**config.mk**
```make
export PLATFORM = sky130hd
export DESIGN_NAME = draw_manager
export DESIGN_NICKNAME = d
export VERILOG_FILES = /design/src/rtl/frame_manager_pkg.sv /design/src/rtl/fb_clear_sweep.sv /design/src/rtl/draw_manager.sv
export SDC_FILE = /design/constraint.sdc
export NUM_CORES = 1
export LEC_CHECK = 0
export ABC_AREA = 0
export CORE_AREA = 2 2 73 75
export DETAILED_ROUTE_END_ITERATION = 8
export DIE_AREA = 0 0 75 77
export PLACE_DENSITY = 0.77
export SKIP_LAST_GASP = 1
export SLEW_MARGIN = 30
export SYNTH_ARGS = -nofsm -noshare
export SYNTH_HDL_FRONTEND = slang
export SYNTH_HIERARCHICAL = 1
export SYNTH_SLANG_ARGS = --single-unit
```
**constraint.sdc**
```tcl
create_clock -name clk -period 2 [get_ports clk]
set_clock_uncertainty 0.1 [all_clocks]
set_input_delay 0.2 -clock clk [delete_from_list [all_inputs] [get_ports clk]]
set_output_delay 0.2 -clock clk [all_outputs]
set_load 0.02 [all_outputs]
```
**src/rtl/frame_manager_pkg.sv**
```systemverilog
// rtl/frame_manager_pkg.sv - geometry, bus widths, FSM state type and pixel helpers for the draw manager
package frame_manager_pkg;

    localparam int DRAW_WIDTH        = 16;
    localparam int DRAW_HEIGHT       = 8;
    localparam int DRAW_WIDTH_ADDRW  = 5;
    localparam int DRAW_HEIGHT_ADDRW = 4;
    localparam int COLOR_DEPTH       = 9;
    localparam int SOURCE_SEL_ADDRW  = 3;
    localparam int FB_ADDRW          = 1 + $clog2(DRAW_WIDTH * DRAW_HEIGHT);
    localparam int PIX_ADDRW         = FB_ADDRW - 1;

    localparam logic [SOURCE_SEL_ADDRW-1:0] SOURCE_SEL_NONE = '1;

    typedef enum logic [2:0] {
        IDLE,
        CLEAR,
        GRANT,
        AWAIT,
        DRAIN,
        NEXT,
        DONE
    } draw_state_e;

    function automatic logic [PIX_ADDRW-1:0] pix_index(
        input logic [DRAW_WIDTH_ADDRW-1:0]  x,
        input logic [DRAW_HEIGHT_ADDRW-1:0] y
    );
        return PIX_ADDRW'(y) * PIX_ADDRW'(DRAW_WIDTH) + PIX_ADDRW'(x);
    endfunction

    function automatic logic pix_on_screen(
        input logic [DRAW_WIDTH_ADDRW-1:0]  x,
        input logic [DRAW_HEIGHT_ADDRW-1:0] y
    );
        return (32'(x) < DRAW_WIDTH) && (32'(y) < DRAW_HEIGHT);
    endfunction

endpackage

```
**src/rtl/fb_clear_sweep.sv**
```systemverilog
// rtl/fb_clear_sweep.sv - linear pixel index generator for the background clear pass
module fb_clear_sweep #(
    parameter int NPIX = 128,
    parameter int IDXW = 7
) (
    input  logic            clk,
    input  logic            resetN,
    input  logic            start_i,
    output logic [IDXW-1:0] idx_o,
    output logic            valid_o,
    output logic            done_o
);

    logic [IDXW-1:0] idx_q;
    logic            active_q;
    logic            last;

    assign last    = (idx_q == IDXW'(NPIX - 1));
    assign idx_o   = idx_q;
    assign valid_o = active_q;
    assign done_o  = active_q && last;

    always_ff @(posedge clk) begin
        if (!resetN) begin
            idx_q    <= '0;
            active_q <= 1'b0;
        end else if (start_i) begin
            idx_q    <= '0;
            active_q <= 1'b1;
        end else if (active_q) begin
            idx_q <= last ? '0 : idx_q + 1'b1;
            if (last) begin
                active_q <= 1'b0;
            end
        end
    end

endmodule

```
**src/rtl/draw_manager.sv**
```systemverilog
// rtl/draw_manager.sv - per-frame clear, back-to-front source arbitration and double-buffered framebuffer writes
module draw_manager
    import frame_manager_pkg::*;
#(
    parameter int                     SOURCES_COUNT = 4,
    parameter logic [COLOR_DEPTH-1:0] BG_COLOR      = COLOR_DEPTH'(0),
    parameter bit                     CLEAR_EN      = 1'b1,
    parameter int                     AWAIT_TIMEOUT = 1023
) (
    input  logic                         clk,
    input  logic                         resetN,
    input  logic                         frame_start,
    output logic [SOURCE_SEL_ADDRW-1:0]  write_source_sel,
    output logic                         write_awaited,
    input  logic                         write_active,
    input  logic [COLOR_DEPTH-1:0]       write_color_data,
    input  logic                         write_transparent,
    input  logic [DRAW_WIDTH_ADDRW-1:0]  write_x_addr,
    input  logic [DRAW_HEIGHT_ADDRW-1:0] write_y_addr,
    output logic                         fb_we,
    output logic [FB_ADDRW-1:0]          fb_addr,
    output logic [COLOR_DEPTH-1:0]       fb_data,
    output logic                         display_bank,
    output logic                         frame_done,
    output logic                         frame_overrun
);

    localparam int CNTW = $clog2(AWAIT_TIMEOUT + 1);

    draw_state_e                 state_q;
    logic [SOURCE_SEL_ADDRW-1:0] src_q;
    logic [SOURCE_SEL_ADDRW-1:0] sel_q;
    logic [CNTW-1:0]             cnt_q;
    logic                        awaited_q;
    logic                        fb_we_q;
    logic [FB_ADDRW-1:0]         fb_addr_q;
    logic [COLOR_DEPTH-1:0]      fb_data_q;
    logic                        display_bank_q;
    logic                        frame_done_q;
    logic                        overrun_q;

    logic                 draw_bank;
    logic                 frame_idle;
    logic                 frame_go;
    logic                 pix_write;
    logic [PIX_ADDRW-1:0] sweep_idx;
    logic                 sweep_valid;
    logic                 sweep_done;

    assign draw_bank  = ~display_bank_q;
    assign frame_idle = (state_q == IDLE) || (state_q == DONE);
    assign frame_go   = frame_start && frame_idle;
    // The first active sample is taken in AWAIT, so both states feed the write port.
    assign pix_write  = ((state_q == AWAIT) || (state_q == DRAIN)) && write_active &&
                        !write_transparent && pix_on_screen(write_x_addr, write_y_addr);

    fb_clear_sweep #(
        .NPIX (DRAW_WIDTH * DRAW_HEIGHT),
        .IDXW (PIX_ADDRW)
    ) u_clear_sweep (
        .clk     (clk),
        .resetN  (resetN),
        .start_i (frame_go && CLEAR_EN),
        .idx_o   (sweep_idx),
        .valid_o (sweep_valid),
        .done_o  (sweep_done)
    );

    always_ff @(posedge clk) begin
        if (!resetN) begin
            state_q        <= IDLE;
            src_q          <= '0;
            sel_q          <= SOURCE_SEL_NONE;
            cnt_q          <= '0;
            awaited_q      <= 1'b0;
            fb_we_q        <= 1'b0;
            fb_addr_q      <= '0;
            fb_data_q      <= '0;
            display_bank_q <= 1'b0;
            frame_done_q   <= 1'b0;
            overrun_q      <= 1'b0;
        end else begin
            fb_we_q      <= 1'b0;
            frame_done_q <= 1'b0;
            overrun_q    <= frame_start && !frame_idle;

            case (state_q)
                IDLE, DONE: begin
                    if (frame_start) begin
                        if (state_q == DONE) begin
                            display_bank_q <= ~display_bank_q;
                        end
                        src_q   <= '0;
                        state_q <= CLEAR_EN ? CLEAR : GRANT;
                    end
                end
                CLEAR: begin
                    if (sweep_valid) begin
                        fb_we_q   <= 1'b1;
                        fb_addr_q <= {draw_bank, sweep_idx};
                        fb_data_q <= BG_COLOR;
                        if (sweep_done) begin
                            state_q <= GRANT;
                        end
                    end
                end
                GRANT: begin
                    sel_q     <= src_q;
                    awaited_q <= 1'b1;
                    cnt_q     <= '0;
                    state_q   <= AWAIT;
                end
                AWAIT: begin
                    if (write_active) begin
                        awaited_q <= 1'b0;
                        state_q   <= DRAIN;
                    end else if (cnt_q == CNTW'(AWAIT_TIMEOUT - 1)) begin
                        awaited_q <= 1'b0;
                        state_q   <= NEXT;
                    end else begin
                        cnt_q <= cnt_q + 1'b1;
                    end
                end
                DRAIN: begin
                    if (!write_active) begin
                        state_q <= NEXT;
                    end
                end
                NEXT: begin
                    sel_q <= SOURCE_SEL_NONE;
                    if (src_q == SOURCE_SEL_ADDRW'(SOURCES_COUNT - 1)) begin
                        frame_done_q <= 1'b1;
                        state_q      <= DONE;
                    end else begin
                        src_q   <= src_q + 1'b1;
                        state_q <= GRANT;
                    end
                end
                default: state_q <= IDLE;
            endcase

            if (pix_write) begin
                fb_we_q   <= 1'b1;
                fb_addr_q <= {draw_bank, pix_index(write_x_addr, write_y_addr)};
                fb_data_q <= write_color_data;
            end
        end
    end

    assign write_source_sel = sel_q;
    assign write_awaited    = awaited_q;
    assign fb_we            = fb_we_q;
    assign fb_addr          = fb_addr_q;
    assign fb_data          = fb_data_q;
    assign display_bank     = display_bank_q;
    assign frame_done       = frame_done_q;
    assign frame_overrun    = overrun_q;

endmodule

```
; Yosys cells after proc, flatten, opt, wreduce, memory -nomap -nowiden
; Cells that the tools add are included.
[classes]
n_lt_le_gt_ge = 2
n_mux = 32
bitwise = 2
reduce_logical = 26
eq_ne = 17
n_addsub = 4
[ops]
columns = operator, n
row1 = two-way mux 3 bit, 9
row2 = two-way mux 9 bit, 3
row3 = two-way mux 8 bit, 3
row4 = two-way mux 10 bit, 2
row5 = case mux 10 bit (2 select lines), 1
row6 = case mux 3 bit (6 select lines), 1
row7 = "!= test 2 bit, second input constant", 6
row8 = case mux 3 bit (2 select lines), 2
row9 = "adder 10 x 1 -> 10 bit, second input constant", 1
row10 = "equality test 10 bit, second input constant", 1
row11 = nonzero test 2 bit, 5
row12 = "equality test 3 x 2 -> 1 bit, second input constant", 3
row13 = "equality test 3 bit, second input constant", 3
row14 = two-way mux 1 bit, 9
row15 = AND reduction 3 bit, 3
row16 = "adder 7 x 1 -> 7 bit, second input constant", 1
row17 = adder 7 x 5 -> 7 bit, 1
row18 = "equality test 7 bit, second input constant", 1
row19 = logical AND 1 bit, 7
row20 = two-way mux 7 bit, 1
row21 = AND reduction 2 bit, 3
row22 = "< comparator 5 bit, second input constant", 1
row23 = AND reduction 5 bit, 1
row24 = "< comparator 4 bit, second input constant", 1
row25 = other kinds (10), 14
[totals]
word_cells = 96
inputBits = 23
ff_bits = 49

; Longest topological paths before layout
[depth]
depth_word = 7
ltp_mapped = 7
ltp_nobuf = 7

; By module
; Netlist, hierarchy kept.
[modules_own_cells]
columns = mod, area_each_um2, instances, cells_each
row1 = draw_manager, 2075.7, 1, 243
row2 = fb_clear_sweep, 380.4, 1, 43

; Least setup slack after synthesis
; No wires, ideal clock.
[synth_path]
path_kind = reg2reg
startpoint = register state_q[2]
endpoint = register state_q[0]
required_time_ps = 1814
period_less_slack_ps = 1730
arrival_ps = 1544
setup_ps = 86
slack_ps = 270
stages_incl_launch_ff = 8
cell_sequence = dfxtp_1 > buf_2 > inv_1 > ha_1 > nand2b_1 > a21boi_0 > a221o_1 > a211oi_1
[synth_via]
elab_chain_len = 4
word_cells_on_any_way = 15
cone_classes = eq/ne (11) / mux (1) / reduce/logical (3)
[synth_rtl]
columns = item, line
row1 = from (decl), draw_manager.sv:30  ; draw_state_e state_q;
row2 = from (signal assigned), draw_manager.sv:94  ; state_q <= CLEAR_EN ? CLEAR : GRANT;
row3 = equality test 3 bit / zero test 3 bit (equally long branches), draw_manager.sv:87  ; case (state_q)
row4 = OR reduction 2 bit, draw_manager.sv:87
row5 = != test 2 bit (no source line), --
row6 = AND reduction 5 bit (no source line), --
; Several ways; a longest one is shown, not always the timed one.
; A chain may end at the register's enable or synchronous reset.

; Worst setup path after layout
[layout_path]
startpoint = register state_q[1]
endpoint = register cnt_q[6]
[layout_via]
elab_chain_len = 3
word_cells_on_any_way = 7
cone_classes = eq/ne (4) / mux (1) / reduce/logical (2)
[layout_rtl]
columns = item, line
row1 = equality test 3 x 2 -> 1 bit, draw_manager.sv:87
row2 = != test 2 bit (no source line) / nonzero test 2 bit (equally long branches), --
row3 = AND reduction 3 bit (no source line), --
row4 = to (signal assigned), draw_manager.sv:121  ; cnt_q <= cnt_q + 1'b1;
row5 = to (decl), draw_manager.sv:33  ; logic [CNTW-1:0] cnt_q;
; Several ways; a longest one is shown, not always the timed one.

==> results.md <==
* Hpwl dp at 4623 um
* Remaining global-route overflow at 0
* Core Util, Final at between 60 and 70%
* Hold path cells at 3
* Multi-input logic area at 1363 um2
* CP max FO at 15
* H-tree levels at 2
* Post-route ant nets at 0
* Crit Path Class: flip-flop to flip-flop
* Status: finished, final reports clean
* Antenna Cells at 0
* Sink Count at 49
* Final number of setup-violating endpoints at 0
* Max Cap Viol at 0
* Post-synth EDFFs at 0
* Worst Hold Class: input pin to flip-flop
* Clk_lat worst skew at about 310 ps
* Register Area at around 980 um2
* Post-CTS Setup Bufs at 0
* Yosys cell types at 58
* Seq/Total Area, Yosys at 39.94%
* IO buf count at 47
* 1st-pass router iterations at 4
* Fin. max-slew vios at 0
* Std-Cell Rows at 26
* Ys flop type: dfxtp_1
* WL final at 6283 um
* Total track usage at 22.81%
* Vias per inst at 5.789
* FF-to-FF path depth at 5
* Die area at a little under 6000 um2
* Clock buffer depth at 2
* Synth warnings at 6
* Max rail drop VDD at ~0.33 mV
* Lkg Pwr at 1.120 nW
* I/O Pins at 48
* Num CTS Buffers at 5
* Share of post-route cells with drive strength above 1 at between 10 and 15%
* Initial antenna violation count at 0
* FF+latch count, synth at 49
* Place WS at 28.51 ps
* Final #Nets at 377
* Vias in the first global route at 2326
* Syn Area/Cell at 8.588 um2
* Arrival time at the worst endpoint at 1930 ps
* Core area at 4977 um2
* DR DRC count at 0
* Crit path launch type: flip-flop
* Area Overhead vs Synth at 31.53%
* Hold Slack at between 300 and 400 ps
* Reg clk slew, reported paths at 90 ps
* Worst Tran Pin Value at 470.1 ps
* Initial core utilization at 49.35%
* Pin count of the biggest net entering global routing at 21
* Root Driver: clkbuf_8
* Synthesized area at roughly 2500 um2
* Post-layout minimum cycle time at around 1800 ps
* Final worst setup slack at 162.1 ps
* Number of fill cells in the layout at 433
* Pwr dens at a little under 600 nW/um2
* FFs w/ async S/R, synth at 0%
* Required time at the worst-slack endpoint at 2100 ps
* Fmax achieved at 544.1 MHz
* Drt wl/cell at ~15 um
* TritonCTS clock tree: built
* Syn nets at 317
* Via count at 2414
* DR iter-0 viols at 150
* Die width at between 70 and 80 um
* GP Congestion at 0.9246
* Slew margin rel. at 68.32%
* Fin. Hold Viols at 0
* Crit. End Element: flip-flop
* Cells after synthesis at 286
* Crit share post-route at 91.89%
* First-pass GRT wire length at 10570 um
* Die Ht at 77 um
-- synth_stat cells (all sizes together) (2+ instances only) --
cell type  instances  area [um2]
nand4bb            2       22.52
or3                3       18.77
a31oi              4       25.02
and3               3       18.77
xor2               4       35.03
dfxtp             49       980.9
nand2b             6       37.54
clkbuf             7       26.28
and3b              2       17.52
o311ai             2       17.52
o211ai             4       30.03
or4                2       15.01
o31a               2       17.52
inv                8       30.03
o31ai              3       22.52
nor3               2       10.01
a21oi             28       140.1
o21ai             17       85.08
nand3             21       105.1
o41ai              3       33.79
nor2b              3       18.77
nor3b              3       27.52
nand2             31       118.9
nand3b             3       22.52
ha                 8       100.1
a211oi             3       27.52
a22oi              5       37.54
nor4b              2       23.77
o21a               4       30.03
o22a               2       17.52
nor2              13       48.80
buf               10       52.55
nand4              6       50.04
a311oi             3       26.28
nor4               3       25.02
-- final timing paths --
path,start,endpoint,slack [ps]
worst min-delay path,write_color_data[2],fb_data[2],340
worst max register to register,state_q[1],cnt_q[6],160
worst max-delay path,state_q[1],cnt_q[6],160
worst min register to register,fb_data[5],fb_data[5],370
-- state kept, by name, indices dropped and copies added (netlist names), 3 cells and up --
signal               count
cnt_q                   10
fb_addr                  8
fb_data                  9
src_q                    3
state_q                  3
u_clear_sweep/idx_o      7
write_source_sel         3
-- through the flow --
| stage | total power [W] | setup TNS [ps] | cells | area [um2] |
|---|---|---|---|---|
| global route | 0.001957 | -1.145 | 417 | 3231 |
| finish | 0.001894 | 0 | 417 | 3231 |
| detailed placement | 0.001164 | 0 | 409 | 3108 |
| CTS | 0.001901 | 0 | 417 | 3228 |
| global placement | 0.001161 | 0 | 409 | 3108 |
| floorplan | 0.001078 | 0 | 286 | 2456 |
-- cell type report --
| type | instances | area share, % |
|---|---|---|
| flip-flops and latches | 49 | 30.44 |
| repair buffers | 70 | 19.91 |
| clock buffers | 6 | 2.556 |
| clock inverters | 2 | 1.162 |
| well taps | 70 | 2.711 |
| inverters | 9 | 1.046 |
| multi-input cells | 211 | 42.18 |
-- cells by family (layout without fill, tap and decap cells) --
logic type	Yosys count	in the layout	share of synthesized area, %
compound gates	90	90	24.61
mux	2	2	0.8660
xor+xnor	4	4	1.426
buf+inv	26	87	4.585
simple gates	107	107	24.50
flops	49	49	39.94
fa+ha+maj	8	8	4.076
-- worst max-delay path, stage by stage (launching register included) --
cell and delay (ps):
dfxtp_1 570, nor2b_1 420, nand2_1 130, buf_4 190, o31ai_1 230, a21oi_1 90
-- placed cells by master, fill, tap and decap left out, types with 2 or more instances in the layout --
cell	Yosys	layout
nand2b_1	6	6
o31ai_1	3	3
nand4_2	2	2
o41ai_1	2	2
clkbuf_8	0	6
nor2_1	13	13
nand2_1	30	30
o31a_1	2	2
or3_1	3	3
o211ai_1	4	4
a211oi_1	2	2
clkdlybuf4s50_1	0	47
a21oi_1	28	28
nand3b_1	3	3
xor2_1	4	4
dfxtp_1	49	47
o21ai_0	17	16
o21a_1	4	4
and3_1	3	3
nor4_1	2	2
nand3_1	21	21
a311oi_1	3	3
ha_1	8	8
buf_4	1	23
or4_1	2	2
a22oi_1	5	5
and3b_1	2	2
nand4_1	4	4
o22a_1	2	2
a31oi_1	4	4
nor2b_1	3	3
nand4bb_1	2	2
o311ai_0	2	2
nor3_1	2	2
nor3b_1	2	2
inv_1	8	8
dfxtp_2	0	2
-- layer usage --
metal  up-vias  global-route usage [%]  wire length (um)
met5         -                       0                 0
met4         0                   5.536                53
met3         6                   3.679               263
met2        53                   37.98              3150
met1      1161                   30.35              2816
li1       1194                       -                 -
-- report_power, final --
part	switching, W	internal (W)	leakage, nW
sequential	0.00000854	0.000982	0.396
combinational	0.0000711	0.0000799	0.666
clock	0.000345	0.000407	0.0574
-- repair_timing --
action,in CTS,in global routing
resized for setup,0,2
hold buffers,0,0
setup endpoints to repair,0,6
(Power assumes the default switching activity.)
